## config.mk

```make
export PLATFORM = sky130hd
export DESIGN_NAME = async_fifo_write_ctrl
export DESIGN_NICKNAME = d
export VERILOG_FILES = /design/src/rtl/async_fifo_write_ctrl.sv
export SDC_FILE = /design/constraint.sdc
export NUM_CORES = 1
export LEC_CHECK = 0
export CAP_MARGIN = 25
export CORE_AREA = 8 8 71 79
export CTS_BUF_LIST = sky130_fd_sc_hd__clkbuf_2 sky130_fd_sc_hd__clkbuf_4 sky130_fd_sc_hd__clkbuf_8
export DETAILED_ROUTE_END_ITERATION = 10
export DIE_AREA = 0 0 79 87
export MAX_ROUTING_LAYER = met4
export PLACE_DENSITY = 0.88
export SETUP_SLACK_MARGIN = 0.05
export SLEW_MARGIN = 20
export SYNTH_ARGS = -nofsm -noshare
export SYNTH_HDL_FRONTEND = slang
export SYNTH_SLANG_ARGS = --single-unit
export TNS_END_PERCENT = 20
```

## constraint.sdc

```tcl
create_clock -name write_clk -period 2.4 [get_ports write_clk]
set_input_delay 0.48 -clock write_clk [delete_from_list [all_inputs] [get_ports write_clk]]
set_output_delay 0.48 -clock write_clk [all_outputs]
set_load 0.1 [all_outputs]
```

## src/rtl/async_fifo_write_ctrl.sv

```systemverilog
// Write-domain half of an asynchronous FIFO: accepts pushes, strobes the RAM
// write port, maintains binary/Gray write pointers, synchronises the read-side
// Gray pointer and derives pessimistic full / almost-full / level flags.
module async_fifo_write_ctrl #(
  parameter int unsigned FIFO_DATA_WIDTH    = 32,
  parameter int unsigned FIFO_ADDR_WIDTH    = 4,
  parameter int unsigned SYNC_STAGES        = 2,
  parameter int unsigned ALMOST_FULL_THRESH = 12
) (
  input  logic                       write_clk,
  input  logic                       write_reset_n,
  input  logic                       write_fifo_push,
  input  logic [FIFO_DATA_WIDTH-1:0] write_data,
  output logic                       write_fifo_full,
  output logic                       write_fifo_almost_full,
  output logic [FIFO_ADDR_WIDTH:0]   write_fifo_level,
  output logic                       write_fifo_overflow,
  output logic                       mem_wr_en,
  output logic [FIFO_ADDR_WIDTH-1:0] mem_wr_addr,
  output logic [FIFO_DATA_WIDTH-1:0] mem_wr_data,
  output logic [FIFO_ADDR_WIDTH:0]   write_ptr_gray,
  input  logic [FIFO_ADDR_WIDTH:0]   read_ptr_gray
);

  localparam int unsigned AW = FIFO_ADDR_WIDTH;
  localparam int unsigned PW = FIFO_ADDR_WIDTH + 1;
  localparam logic [PW-1:0] AF_THRESH = PW'(ALMOST_FULL_THRESH);

  // Gray to binary: each binary bit is the XOR of all Gray bits at or above it.
  function automatic logic [PW-1:0] gray2bin(input logic [PW-1:0] g);
    logic [PW-1:0] b;
    for (int i = 0; i < int'(PW); i++) begin
      b[i] = ^(g >> i);
    end
    return b;
  endfunction

  logic [PW-1:0] wbin_q, wbin_d;
  logic [PW-1:0] wgray_q, wgray_d;
  logic [PW-1:0] sync_q [SYNC_STAGES];
  logic [PW-1:0] level_q, level_d;
  logic          full_q, full_d;
  logic          almost_full_q, almost_full_d;
  logic          overflow_q, overflow_d;

  logic          accept;
  logic [PW-1:0] rsync;
  logic [PW-1:0] rbin;
  logic [PW-1:0] full_match;

  // Push acceptance and same-cycle RAM write strobe.
  always_comb begin
    accept      = write_fifo_push & ~full_q;
    mem_wr_en   = accept;
    mem_wr_addr = wbin_q[AW-1:0];
    mem_wr_data = write_data;
  end

  // Next pointer, flag and level computation against the synchronised read pointer.
  always_comb begin
    rsync         = sync_q[SYNC_STAGES-1];
    rbin          = gray2bin(rsync);
    wbin_d        = wbin_q + PW'(accept);
    wgray_d       = wbin_d ^ (wbin_d >> 1);
    full_match    = {~rsync[AW:AW-1], rsync[AW-2:0]};
    full_d        = (wgray_d == full_match);
    level_d       = wbin_d - rbin;
    almost_full_d = (level_d >= AF_THRESH);
    overflow_d    = overflow_q | (write_fifo_push & full_q);
  end

  // Read-pointer synchroniser: plain flop chain, nothing ahead of the first stage.
  always_ff @(posedge write_clk or negedge write_reset_n) begin
    if (!write_reset_n) begin
      for (int i = 0; i < int'(SYNC_STAGES); i++) begin
        sync_q[i] <= '0;
      end
    end else begin
      sync_q[0] <= read_ptr_gray;
      for (int i = 1; i < int'(SYNC_STAGES); i++) begin
        sync_q[i] <= sync_q[i-1];
      end
    end
  end

  // Pointer, flag and level registers.
  always_ff @(posedge write_clk or negedge write_reset_n) begin
    if (!write_reset_n) begin
      wbin_q        <= '0;
      wgray_q       <= '0;
      level_q       <= '0;
      full_q        <= 1'b0;
      almost_full_q <= 1'b0;
      overflow_q    <= 1'b0;
    end else begin
      wbin_q        <= wbin_d;
      wgray_q       <= wgray_d;
      level_q       <= level_d;
      full_q        <= full_d;
      almost_full_q <= almost_full_d;
      overflow_q    <= overflow_d;
    end
  end

  assign write_fifo_full        = full_q;
  assign write_fifo_almost_full = almost_full_q;
  assign write_fifo_level       = level_q;
  assign write_fifo_overflow    = overflow_q;
  assign write_ptr_gray         = wgray_q;

endmodule

```

== Word level (Yosys, flattened, before mapping) ==
Index checks and enable logic that the tools add are counted.

* Bits in registers: 28
* Logic and storage cells: 23
* Input bits: 40
* Output and inout bits: 50

* Add/subtract/negate cells: 2
* Bitwise logic cells: 6
* Equality and inequality tests: 1
* Reduce and logical (&&, ||, !) cells: 5
* $lt $le $gt $ge: 1

{| class="wikitable"
|+ Operator list
! operator !! number
|-
| parity 5 bit || 5
|-
| adder 5 x 1 -> 5 bit || 1
|-
| == test 5 bit || 1
|-
| greater-or-equal comparator 5 x 4 -> 1 bit, second input constant || 1
|-
| subtractor 5 bit || 1
|-
| XOR 5 x 4 -> 5 bit || 1
|-
| bitwise AND 1 bit || 2
|-
| NOT 2 bit || 1
|-
| NOT 1 bit || 1
|-
| bitwise OR 1 bit || 1
|}

== Depth between registers and ports, before layout ==
Gate-level depths: netlist (run 1).

* Word-level depth: 5
* Gate-level depth with buffers: 11
* Depth with buffers taken out: 11

== Worst setup path after synthesis (run 1) ==
No wires, ideal clock.

* Path kind: flip-flop to flip-flop
* Start: reg full_q, in the netlist write_fifo_full
* End: reg almost_full_q, in the netlist write_fifo_almost_full
* Setup time: 0.064 ns
* Stages on the path, launching flop included: 10
* Data arrival time: 4.190 ns
* Path buffers: 1
* Data required time: 2.336 ns
* Clock period less this slack: 4.255 ns
* Slack: -1.855 ns
* Cell sequence: dfrtp_1 -> nor2b_1 -> ha_1 -> ha_1 -> clkbuf_1 -> xnor2_1 -> ha_1 -> or4b_1 -> o311ai_1 -> a21o_1

* Word-level cells in the longest chain between the ends: 5

{| class="wikitable"
|+ RTL lines
! what !! line !! RTL
|-
| from (decl) || 42 || <nowiki>logic full_q, full_d;</nowiki>
|-
| from (signal assigned) || 99 || <nowiki>full_q <= full_d;</nowiki>
|-
| NOT 1 bit || 53 || <nowiki>accept = write_fifo_push & ~full_q;</nowiki>
|-
| bitwise AND 1 bit || 53 ||
|-
| via mem_wr_en || 18 || <nowiki>output logic mem_wr_en,</nowiki>
|-
| adder 5 x 1 -> 5 bit || 63 || <nowiki>wbin_d = wbin_q + PW'(accept);</nowiki>
|-
| via wbin_d[1] || 38 || <nowiki>logic [PW-1:0] wbin_q, wbin_d;</nowiki>
|-
| subtractor 5 bit || 67 || <nowiki>level_d = wbin_d - rbin;</nowiki>
|-
| greater-or-equal comparator 5 x 4 -> 1 bit || 68 || <nowiki>almost_full_d = (level_d >= AF_THRESH);</nowiki>
|-
| via almost_full_d || 43 || <nowiki>logic almost_full_q, almost_full_d;</nowiki>
|-
| to (signal assigned) || 100 || <nowiki>almost_full_q <= almost_full_d;</nowiki>
|-
| to (decl) || 43 ||
|}

The timed path passes the listed nets, and every way through them passes these cells.

== Worst setup path in the final report (run 1) ==
* Start: reg sync_q (netlist bit rsync[4])
* End: reg almost_full_q, in the netlist write_fifo_almost_full

* Word-level cells in the longest chain between the ends: 3
* Elaborated cells on any way between the ends: 7
* Those cells by class: add/sub: 1; order compare: 1; reduce/logical: 5

{| class="wikitable"
|+ RTL lines
! what !! line !! RTL
|-
| from (decl) || 40 || <nowiki>logic [PW-1:0] sync_q [SYNC_STAGES];</nowiki>
|-
| from (signal, indexed assignment) || 81 || <nowiki>sync_q[i] <= sync_q[i-1];</nowiki>
|-
| parity 5 bit || 33 || <nowiki>b[i] = ^(g >> i);</nowiki>
|-
| subtractor 5 bit (*) || 67 ||
|-
| greater-or-equal comparator 5 x 4 -> 1 bit (*) || 68 ||
|-
| via almost_full_d || 43 ||
|}

The timed path passes the listed nets; every way through them passes the cells marked *.

==> results of run 1 <==
## flip-flops by register name, summed over array words and instances, names as in the netlist
name                    flops
write_fifo_almost_full      1
write_fifo_overflow         1
rsync                       5
write_fifo_level            5
sync_q                      5
wbin_q                      5
write_fifo_full             1
write_ptr_gray              4
## metal layers
| layer | global-route usage [%] | wire [µm] | vias up |
|---|---|---|---|
| li1 | - | - | 383 |
| met1 | 7.191 | 902 | 396 |
| met2 | 11.37 | 1309 | 33 |
| met3 | 3.202 | 274 | 12 |
| met4 | 4.722 | 46 | 0 |
| met5 | - | 0 | - |
## area by class of cell
| cell class | instances | area share [%] |
|---|---|---|
| Clock buffer | 4 | 2.774 |
| Inverter | 7 | 1.494 |
| Multi-Input combinational cell | 50 | 31.79 |
| Sequential cell | 27 | 38.69 |
| Tap cell | 56 | 3.983 |
| Timing Repair Buffer | 46 | 21.27 |
## through the flow
step                      instances  instance area (µm²)
final                           190                 1759
after global routing            190                 1759
after CTS                       188                 1710
after detailed placement        182                 1635
after global placement          182                 1635
after floorplan                 117                 1474
## worst paths after layout
kind | slack, ns | endpoint | start | cells after the start
setup / recovery | 0.004 | write_fifo_almost_full | rsync[4] | 10
hold / removal | 0.35 | rsync[3] | sync_q[8] | 0
setup reg to reg | 0.004 | write_fifo_almost_full | rsync[4] | 10
hold reg to reg | 0.35 | rsync[3] | sync_q[8] | 0
max in group asynchronous | 1.33 | write_fifo_full | write_reset_n | 2
min in group asynchronous | 0.49 | write_ptr_gray[0] | write_reset_n | 1
## logic make-up after synthesis
logic type | after synthesis | share of synthesized area, %
AO/OA/AOI/OAI | 12 | 5.977
XOR/XNOR | 23 | 16.77
adder cells (fa/ha/maj) | 7 | 6.155
buffers and inverters | 40 | 19.27
flip-flops | 27 | 48.17
AND/OR/NAND/NOR | 8 | 3.658
## cell usage after synthesis
cell type	n
dfrtp_1	27
xnor2_1	13
maj3_2	1
o211ai_1	1
a21o_1	2
o311ai_0	1
nand3_1	3
xor2_1	7
a21oi_1	3
inv_1	6
ha_1	6
a2111oi_0	1
inv_2	1
nor2b_1	1
buf_4	32
or3_1	1
nor2_1	1
o311ai_1	1
o21bai_1	1
xnor2_4	1
xnor2_2	2
o21ai_0	1
a211oi_1	1
nor4bb_1	1
or4b_1	1
clkbuf_1	1
## critical path: cells and delay by family, from the launching register on
| kind | cells | cell delay, ns |
|---|---|---|
| AOI/OAI and AO/OA | 2 | 0.22 |
| and+or+nand+nor | 1 | 0.52 |
| adders and majority gates | 2 | 0.52 |
| buffers and inverters | 2 | 0.12 |
| xor gates and xnor gates | 3 | 0.52 |
| DFF | 1 | 0.43 |
## timing repair
item / in CTS / in global routing
pin swaps: 5 / 5
setup endpoints to repair: 2 / 2
setup buffers: 2 / 2
resized for setup: 3 / 6
==> reports/results.ini, run 1 <==
[sta]
final-hold-violation-count = 0
worstMarginPinSlew_ns = 0.4638
fmax_mhz = 417.4
drv_slew = 0
setup_tns_ns = 0
fin_ws_ns = 0.003961
clock_skew_ns = 0.001651
min_period_ns = 2.396
setup_violations = 0
whs_ns = 0.3528
timing.slew.headroom_pct = 68.28
finalCritPeriodShare_pct = 99.83
rsz0062_at_grt = yes

[detailed_routing]
drt_iter0_drc = 35
drtPass1Iterations = 4
wirelength_um = 2531
vias = 824
drc_errors = 0
ant_nets = 0
via_per_inst = 4.337
wire_per_inst_um = 13.32

[synth]
syn_nets = 163
synthesis.area_um2 = 1403
yosysWarnings = 0
ys_seq_area_share_pct = 48.17
postSynthCellCount = 117
netlist_top_cells_area = dfrtp_1 (48%), buf_4 (17%), xnor2_1 (8.1%), ha_1 (5.4%), xor2_1 (4.4%)
synth.distinct_cells = 26
yosysTopAreaCell = dfrtp_1
synth_seq_cells = 27
synth.top_cell.area_share_pct = 48.17
post_synth.cell_area_avg_um2 = 11.99

[layout]
fill_cells = 413
drive_above_1_share_pct = 49.25
fin_util_pct = 39.76
nNetsFinal = 181
ff_latch_area_um2 = 680.7
area_growth_pct = 25.42
multiInputGateArea_um2 = 559.3
antenna_cells = 0
final_common_cell = buf_4
final_cell_mix = buf_4 (38), dfrtp_1 (25), xnor2_1 (12)

[die]
die_h_um = 87
start_util_pct = 31.70
die_x_um = 79
rows = 26
core_area_um2 = 4424
dieArea_um2 = 6873
io_pins = 90

[worst_setup_path]
critical_path_required_ns = 2.61
path_class = reg -> reg
end_kind = register
crit_top_cell = inv_2
cpPeakStageDelay_ns = 0.52
crit_chain = xor2_2, inv_2, xnor2_2, xnor2_1, ha_2, inv_2, maj3_2, or4b_4, o311ai_2, a21o_1
crit_fanout = 2
start_kind = register
worst_path_max_delay_cell = or4b_4
worst_ep_arrival_time_ns = 2.61

[clock_tree]
cts_sinks = 27
ctsRootBufferMaster = clkbuf_8
worst_skew_pair.late_latency_ns = 0.26
cts_tree = built
cts_made_buffers = 3
htreeDepth = 1
cts_buffer_depth = 2
clkSlewWorstSetupHoldPaths_ns = 0.09
cts_hold_buf = 0

[global_route]
grt_pass1_wl_um = 3974
grt-ovfl-total = 0
grt_max_degree = 20
grt_pass1_vias = 884
globalRouteTotalUtil_pct = 7.249
antenna_found_initial = 0

[placed_design]
dp_slack_ns = -0.3985
dp_hpwl_um = 1925
gp_congestion = 0.8131
io_buffers = 25

[job]
max_cap_viol_count = 0

[worst_hold_path]
hold_class = reg -> reg

[run_status]
outcome = finished, final reports clean

Power of run 1 is not shown: default switching activity piles up to over one toggle a cycle in this logic, so the estimate is an artifact.
==> inputs of run 2 (changes only) <==
Settings changed: SLEW_MARGIN 20 to default.
==> results of run 2 <==
Final layout, timing and power as in run 1 (identical DEF).
Power of run 2 is left out for the same reason.
